[config.mk]
export PLATFORM = sky130hd
export DESIGN_NAME = eeprom_ctrl
export DESIGN_NICKNAME = d
export VERILOG_FILES = /design/src/rtl/eeprom_pkg.sv /design/src/rtl/eeprom_timer.sv /design/src/rtl/eeprom_ctrl.sv
export SDC_FILE = /design/constraint.sdc
export NUM_CORES = 1
export LEC_CHECK = 0
export CAP_MARGIN = 20
export CORE_MARGIN = 1.5
export CORE_UTILIZATION = 55
export DETAILED_ROUTE_END_ITERATION = 12
export GPL_TIMING_DRIVEN = 0
export PLACE_DENSITY = 0.73
export SLEW_MARGIN = 20
export SYNTH_ARGS = -nofsm -noshare
export SYNTH_HDL_FRONTEND = slang
export SYNTH_SLANG_ARGS = --single-unit
[constraint.sdc]
create_clock -name clk -period 4.7 [get_ports clk]
set_input_delay 0.47 -clock clk [delete_from_list [all_inputs] [get_ports clk]]
set_output_delay 0.47 -clock clk [all_outputs]
set_load 0.01 [all_outputs]
[src/rtl/eeprom_pkg.sv]
// -----------------------------------------------------------------------------
// eeprom_pkg
// Shared encodings for the clocked EEPROM controller:
//   - command opcodes carried on cmd_op
//   - error codes reported on err_code
//   - controller FSM state enum
//   - a small elaboration-time helper for sizing the busy timer
// -----------------------------------------------------------------------------
package eeprom_pkg;

   // Command opcodes (cmd_op). Values 5..7 are reserved and rejected.
   localparam logic [2:0] OP_READ       = 3'd0;
   localparam logic [2:0] OP_PROG       = 3'd1;
   localparam logic [2:0] OP_ERASE_WORD = 3'd2;
   localparam logic [2:0] OP_ERASE_PAGE = 3'd3;
   localparam logic [2:0] OP_ERASE_ALL  = 3'd4;

   // Error codes (err_code).
   typedef enum logic [1:0] {
      ERR_NONE      = 2'd0,
      ERR_WP        = 2'd1,
      ERR_OVERWRITE = 2'd2,
      ERR_ILLEGAL   = 2'd3
   } err_e;

   // Controller states.
   typedef enum logic [1:0] {
      ST_IDLE  = 2'd0,
      ST_PROG  = 2'd1,
      ST_ERASE = 2'd2
   } state_e;

   function automatic int max_int(input int a, input int b);
      return (a > b) ? a : b;
   endfunction

endpackage

[src/rtl/eeprom_timer.sv]
// -----------------------------------------------------------------------------
// eeprom_timer
// Loadable down-counter used to time program/erase operations.
//   clk      : clock, rising edge
//   rst_n    : asynchronous active-low reset (count -> 0)
//   load     : load load_val into the counter (has priority over en)
//   load_val : value loaded on load
//   en       : decrement by one while the count is non-zero
//   zero     : count is zero
// -----------------------------------------------------------------------------
module eeprom_timer #(
   parameter int W = 4
) (
   input  logic         clk,
   input  logic         rst_n,
   input  logic         load,
   input  logic [W-1:0] load_val,
   input  logic         en,
   output logic         zero
);

   logic [W-1:0] count_reg;

   always_ff @(posedge clk or negedge rst_n) begin
      if (!rst_n) begin
         count_reg <= '0;
      end else if (load) begin
         count_reg <= load_val;
      end else if (en && (count_reg != '0)) begin
         count_reg <= count_reg - 1'b1;
      end
   end

   assign zero = (count_reg == '0);

endmodule

[src/rtl/eeprom_ctrl.sv]
// -----------------------------------------------------------------------------
// eeprom_ctrl
// Clocked EEPROM controller with embedded non-volatile array. Erase sets bits
// to one, program can only clear bits (stored value becomes old & wdata).
//   clk       : clock, rising edge
//   rst_n     : asynchronous active-low reset (does not touch the array)
//   cmd_valid : command request; accepted when cmd_valid && cmd_ready
//   cmd_ready : high while idle
//   cmd_op    : 0 READ, 1 PROG, 2 ERASE_WORD, 3 ERASE_PAGE, 4 ERASE_ALL
//   cmd_addr  : word address; page = cmd_addr >> PAGE_W
//   cmd_wdata : program data
//   wp        : write protect, sampled at accept
//   rd_data   : read result, held until the next read
//   rd_valid  : one-cycle pulse, one cycle after a READ accept
//   busy      : program/erase in progress
//   done      : one-cycle pulse on the cycle after commit
//   err       : one-cycle pulse on a rejected or flagged command
//   err_code  : last error, held until the next accepted command
// -----------------------------------------------------------------------------
module eeprom_ctrl
   import eeprom_pkg::*;
#(
   parameter int ADDR_W       = 4,
   parameter int DATA_W       = 8,
   parameter int PAGE_W       = 2,
   parameter int PROG_CYCLES  = 4,
   parameter int ERASE_CYCLES = 8
) (
   input  logic              clk,
   input  logic              rst_n,
   input  logic              cmd_valid,
   output logic              cmd_ready,
   input  logic [2:0]        cmd_op,
   input  logic [ADDR_W-1:0] cmd_addr,
   input  logic [DATA_W-1:0] cmd_wdata,
   input  logic              wp,
   output logic [DATA_W-1:0] rd_data,
   output logic              rd_valid,
   output logic              busy,
   output logic              done,
   output logic              err,
   output logic [1:0]        err_code
);

   localparam int DEPTH      = 2 ** ADDR_W;
   localparam int MAX_CYCLES = max_int(PROG_CYCLES, ERASE_CYCLES);
   localparam int TW         = $clog2(MAX_CYCLES + 1);
   localparam logic [TW-1:0] PROG_LOAD  = TW'(PROG_CYCLES - 1);
   localparam logic [TW-1:0] ERASE_LOAD = TW'(ERASE_CYCLES - 1);

   // Non-volatile array: powers up erased and is never cleared by rst_n.
   logic [DATA_W-1:0] mem [DEPTH] = '{default: '1};

   state_e            state_reg,    state_next;
   logic [ADDR_W-1:0] addr_reg,     addr_next;
   logic [DATA_W-1:0] wdata_reg,    wdata_next;
   logic [2:0]        op_reg,       op_next;
   logic [DATA_W-1:0] rd_data_reg,  rd_data_next;
   logic              rd_valid_reg, rd_valid_next;
   logic              done_reg,     done_next;
   logic              err_reg,      err_next;
   err_e              err_code_reg, err_code_next;

   logic              accept;
   logic              commit;
   logic              overwrite;
   logic              timer_load;
   logic [TW-1:0]     timer_load_val;
   logic              timer_en;
   logic              timer_zero;

   logic [DEPTH-1:0]  word_we;
   logic [DATA_W-1:0] word_wval [DEPTH];

   assign accept    = cmd_valid && (state_reg == ST_IDLE);
   assign commit    = (state_reg != ST_IDLE) && timer_zero;
   // A program that tries to raise a cleared bit cannot do so; flag it.
   assign overwrite = |(wdata_reg & ~mem[addr_reg]);
   assign timer_en  = (state_reg != ST_IDLE);

   eeprom_timer #(
      .W (TW)
   ) u_timer (
      .clk      (clk),
      .rst_n    (rst_n),
      .load     (timer_load),
      .load_val (timer_load_val),
      .en       (timer_en),
      .zero     (timer_zero)
   );

   // Next-state and output decode.
   always_comb begin
      state_next     = state_reg;
      addr_next      = addr_reg;
      wdata_next     = wdata_reg;
      op_next        = op_reg;
      rd_data_next   = rd_data_reg;
      rd_valid_next  = 1'b0;
      done_next      = 1'b0;
      err_next       = 1'b0;
      err_code_next  = err_code_reg;
      timer_load     = 1'b0;
      timer_load_val = '0;

      case (state_reg)
         ST_IDLE: begin
            if (accept) begin
               err_code_next = ERR_NONE;
               case (cmd_op)
                  OP_READ: begin
                     rd_data_next  = mem[cmd_addr];
                     rd_valid_next = 1'b1;
                  end
                  OP_PROG: begin
                     if (wp) begin
                        err_next      = 1'b1;
                        err_code_next = ERR_WP;
                     end else begin
                        state_next     = ST_PROG;
                        addr_next      = cmd_addr;
                        wdata_next     = cmd_wdata;
                        op_next        = cmd_op;
                        timer_load     = 1'b1;
                        timer_load_val = PROG_LOAD;
                     end
                  end
                  OP_ERASE_WORD, OP_ERASE_PAGE, OP_ERASE_ALL: begin
                     if (wp) begin
                        err_next      = 1'b1;
                        err_code_next = ERR_WP;
                     end else begin
                        state_next     = ST_ERASE;
                        addr_next      = cmd_addr;
                        op_next        = cmd_op;
                        timer_load     = 1'b1;
                        timer_load_val = ERASE_LOAD;
                     end
                  end
                  default: begin
                     err_next      = 1'b1;
                     err_code_next = ERR_ILLEGAL;
                  end
               endcase
            end
         end
         ST_PROG, ST_ERASE: begin
            if (timer_zero) begin
               state_next = ST_IDLE;
               done_next  = 1'b1;
               if ((state_reg == ST_PROG) && overwrite) begin
                  err_next      = 1'b1;
                  err_code_next = ERR_OVERWRITE;
               end
            end
         end
         default: begin
            state_next = ST_IDLE;
         end
      endcase
   end

   always_ff @(posedge clk or negedge rst_n) begin
      if (!rst_n) begin
         state_reg    <= ST_IDLE;
         addr_reg     <= '0;
         wdata_reg    <= '0;
         op_reg       <= OP_READ;
         rd_data_reg  <= '0;
         rd_valid_reg <= 1'b0;
         done_reg     <= 1'b0;
         err_reg      <= 1'b0;
         err_code_reg <= ERR_NONE;
      end else begin
         state_reg    <= state_next;
         addr_reg     <= addr_next;
         wdata_reg    <= wdata_next;
         op_reg       <= op_next;
         rd_data_reg  <= rd_data_next;
         rd_valid_reg <= rd_valid_next;
         done_reg     <= done_next;
         err_reg      <= err_next;
         err_code_reg <= err_code_next;
      end
   end

   // Per-word write enables for the commit edge. Page membership is compared
   // by shifting out the in-page bits so PAGE_W == ADDR_W (one page) works.
   generate
      for (genvar gi = 0; gi < DEPTH; gi++) begin : g_word
         logic addr_hit;
         logic page_hit;
         assign addr_hit = (addr_reg == ADDR_W'(gi));
         assign page_hit = ((ADDR_W'(gi) >> PAGE_W) == (addr_reg >> PAGE_W));
         assign word_we[gi] = commit && (
               ((state_reg == ST_PROG) && addr_hit) ||
               ((state_reg == ST_ERASE) &&
                  ((op_reg == OP_ERASE_ALL) ||
                   ((op_reg == OP_ERASE_PAGE) && page_hit) ||
                   ((op_reg == OP_ERASE_WORD) && addr_hit))));
         assign word_wval[gi] = (state_reg == ST_PROG) ? (mem[gi] & wdata_reg)
                                                        : {DATA_W{1'b1}};
      end
   endgenerate

   // Array write port: no reset, contents survive rst_n.
   always_ff @(posedge clk) begin
      for (int i = 0; i < DEPTH; i++) begin
         if (word_we[i]) begin
            mem[i] <= word_wval[i];
         end
      end
   end

   assign cmd_ready = (state_reg == ST_IDLE);
   assign busy      = (state_reg != ST_IDLE);
   assign rd_data   = rd_data_reg;
   assign rd_valid  = rd_valid_reg;
   assign done      = done_reg;
   assign err       = err_reg;
   assign err_code  = err_code_reg;

endmodule

==> flow_metrics.py <==
metrics = {
    "synth": {
        "synth_top_cell_area_share_pct": 43.67,
        "avgSynthCellArea_um2": 11.77,
        "synthesis.nets": 772,
        "synth-seq-cells": 162,
        "synth_common_cells": "nand2_1, edfxtp_1, mux4_2, clkbuf_1, dfrtp_1",
        "syn_area_mm2": 0.008802,
        "yosysTopAreaCell": "edfxtp_1",
        "post-synth-top-count-cell": "nand2_1",
        "yosysUniqueCellTypes": 48,
        "yosys_warnings": 0,
        "synth.area.top_cells": "edfxtp_1, mux4_2, nand2_1, dfrtp_1, mux2i_1",
        "seq_area_frac_synth_pct": 53.33,
        "synth_edf_count": 128,
        "netlist_instances": 748,
        "synth_ff_type": "edfxtp_1",
        "async_reset_ff_share_pct": 20.99,
    },
    "die": {
        "die_height_um": 129.5,
        "start_util_pct": 55.82,
        "ios": 34,
        "die_w_um": 129.5,
        "rows": 46,
        "dieArea_mm2": 0.01677,
        "coreArea_mm2": 0.01577,
    },
    "clock_tree": {
        "clkTransAtPathRegs_ps": 60,
        "h-tree-depth": 4,
        "cts_tree": "yes",
        "cts_resized": 0,
        "root_buffer": "clkbuf_16",
        "clock_sinks": 162,
        "numCtsBuffers": 17,
        "post-cts-setup-buffer-count": 0,
        "cts.path.max_buffers": 2,
        "cts_hold_buffers": 1,
        "clk_latency_ps": 440,
    },
    "timing": {
        "whs_ps": 451.0,
        "timing.final.max_slew_violations": 0,
        "rsz0062_at_grt": "false",
        "min_period_over_period_pct": 66.64,
        "slew_headroom_pct": 19.58,
        "hold_viol_final": 0,
        "setup_viol": 0,
        "fin_crit_ps": 3132,
        "worst_slew_pin_slew_ps": 1206,
        "setup_tns_ps": 0,
        "fmax_ghz": 0.3193,
        "worst_clock_skew_ps": 6.039,
    },
    "critical_path": {
        "critPathCaptureType": "flop",
        "crit_family": "buffers and inverters",
        "cp_slowest_stage_delay_ps": 880,
        "cp_max_fo": 10,
        "start_kind": "flop",
        "crit_path_frequent_cell": "buf_2",
        "critPathKind": "flop to flop",
        "worstPathCellList": "buf_2 -> buf_2 -> clkbuf_1 -> nand2b_1 -> nor2_1 -> nand2_1 -> a21oi_1",
        "worstPathArrival_ps": 3180,
        "cp.required_ps": 4750,
        "critPathSlowestCell": "a21oi_1",
        "crit_buf_inv": 3,
    },
    "power": {
        "ir_drop_v": 0.0002810,
        "p_per_area_mw_per_mm2": 552.7,
        "p_leak_nw": 3.415,
    },
    "placed_design": {
        "portBuffers": 28,
        "gp_congestion": 1.011,
        "place_hpwl_um": 17910,
    },
    "job": {
        "drv_cap": 0,
    },
    "global_routing": {
        "track_usage_pct": 32.39,
        "antenna_found_initial": 0,
        "first_global_vias": 6640,
        "grt_first_pass_wirelength_um": 38830,
        "overflow": 0,
        "grt_max_degree": 28,
        "grtUsageMet1_pct": 42.72,
        "use_met3_pct": 7.060,
        "use_met2_pct": 50.97,
        "grt.busiest_layer": "met2",
    },
    "detailed_routing": {
        "routed_via_density": 6.404,
        "antenna_left": 0,
        "vias": 6583,
        "initialDrtViolationCount": 772,
        "routed_wl_um": 25140,
        "routedWlPerCell_um": 24.45,
        "dr.pass1.iters": 5,
        "post-route-drc-count": 0,
    },
    "cells_and_area": {
        "layout-drive-gt1-share_pct": 17.63,
        "syn2layout_area_growth_pct": 13.30,
        "fillers": 1221,
        "largest_reg_flops": 128,
        "nNetsFinal": 822,
    },
    "hold_path": {
        "holdCritPathClass": "input pin to asynchronous set/reset pin",
    },
    "run_status": {
        "outcome": "finished clean",
    },
}
## kinds of logic (layout without fill, tap and decap cells)
kind of cell	after synthesis	count (layout)	synth area share [%]
mux	111	111	21.89
fa+ha+maj	6	6	0.8245
buf+inv	68	131	3.511
simple gates	335	335	15.52
flops	162	162	53.33
xor+xnor	2	2	0.1990
other cells	0	1	0
compound gates	64	64	4.719
## through the flow
stage | instances | worst slack, ps | utilization (%) | power, mW | cell area, µm²
5_1_grt | 1027 | 1366 | 63.23 | 5.785 | 9971
3_5_place_dp | 994 | 1586 | 59.59 | 4.173 | 9398
6_report | 1028 | 1568 | 63.24 | 5.512 | 9973
2_1_floorplan | 748 | 2391 | - | 3.437 | 8802
3_3_place_gp | 992 | 1519 | 59.31 | 4.088 | 9353
4_1_cts | 1027 | 1580 | 63.23 | 5.481 | 9971
## worst register-to-register path, delay by kind of cell (launching register included)
family,cells,cell delay [ps]
AOI/OAI and AO/OA,1,880
buffers and inverters,3,1040
DFF,1,380
and+or+nand+nor,3,470
## power by group
group          internal (mW)  switching (mW)
combinational          0.883            1.41
sequential              1.82          0.0731
clock                  0.765           0.558
total                   3.47            2.05
## final cells by class
class	count	area, µm²	area share (%)
Antenna cell	1	2.502	0.02509
Buffer	59	275.3	2.760
Clock buffer	25	518.0	5.194
Clock inverter	7	45.04	0.4516
Inverter	9	33.78	0.3387
Multi-Input combinational cell	518	3821	38.31
Sequential cell	162	4695	47.07
Tap cell	216	270.3	2.710
Timing Repair Buffer	31	312.8	3.136
## layout by cell type (no fill, tap or decap), types with 3 or more instances in the layout
master	count
a31oi_1	6
mux2_2	23
clkbuf_1	38
nor2_1	17
inv_1	9
nand2b_1	6
o221ai_1	6
buf_2	14
buf_6	3
clkdlybuf4s50_1	27
mux4_1	3
dfrtp_1	34
a21oi_1	18
nand3b_1	4
edfxtp_1	128
a22oi_1	3
ha_1	5
nand2_1	281
mux2i_1	26
o21ai_0	7
buf_4	5
a21oi_2	6
nor2b_1	3
clkinv_2	3
nor3b_1	3
o22ai_1	4
buf_1	5
mux4_2	59
clkbuf_16	19
nand3_1	5
nor3_1	5
a32oi_1	3
## worst paths after layout
path | start | end | slack (ps) | cells past startpoint
hold reg to reg | u_timer.count_reg[1] | u_timer.count_reg[1] | 490 | 2
setup reg to reg | addr_reg[3] | mem[8][0] | 1570 | 7
max in group asynchronous | rst_n | state_reg[1] | 3820 | 3
hold / removal | rst_n | wdata_reg[2] | 450 | 2
min in group clk | cmd_op[2] | op_reg[0] | 480 | 2
setup / recovery | addr_reg[3] | mem[8][0] | 1570 | 7
## per-layer routing
layer / vias to the layer above / wire, µm
met1: 3262 / 9787
met3: 77 / 2429
met4: 0 / 1173
met5: - / 0
li1: 2808 / -
met2: 436 / 11740
No activity file was read; power rests on OpenSTA's default activity.
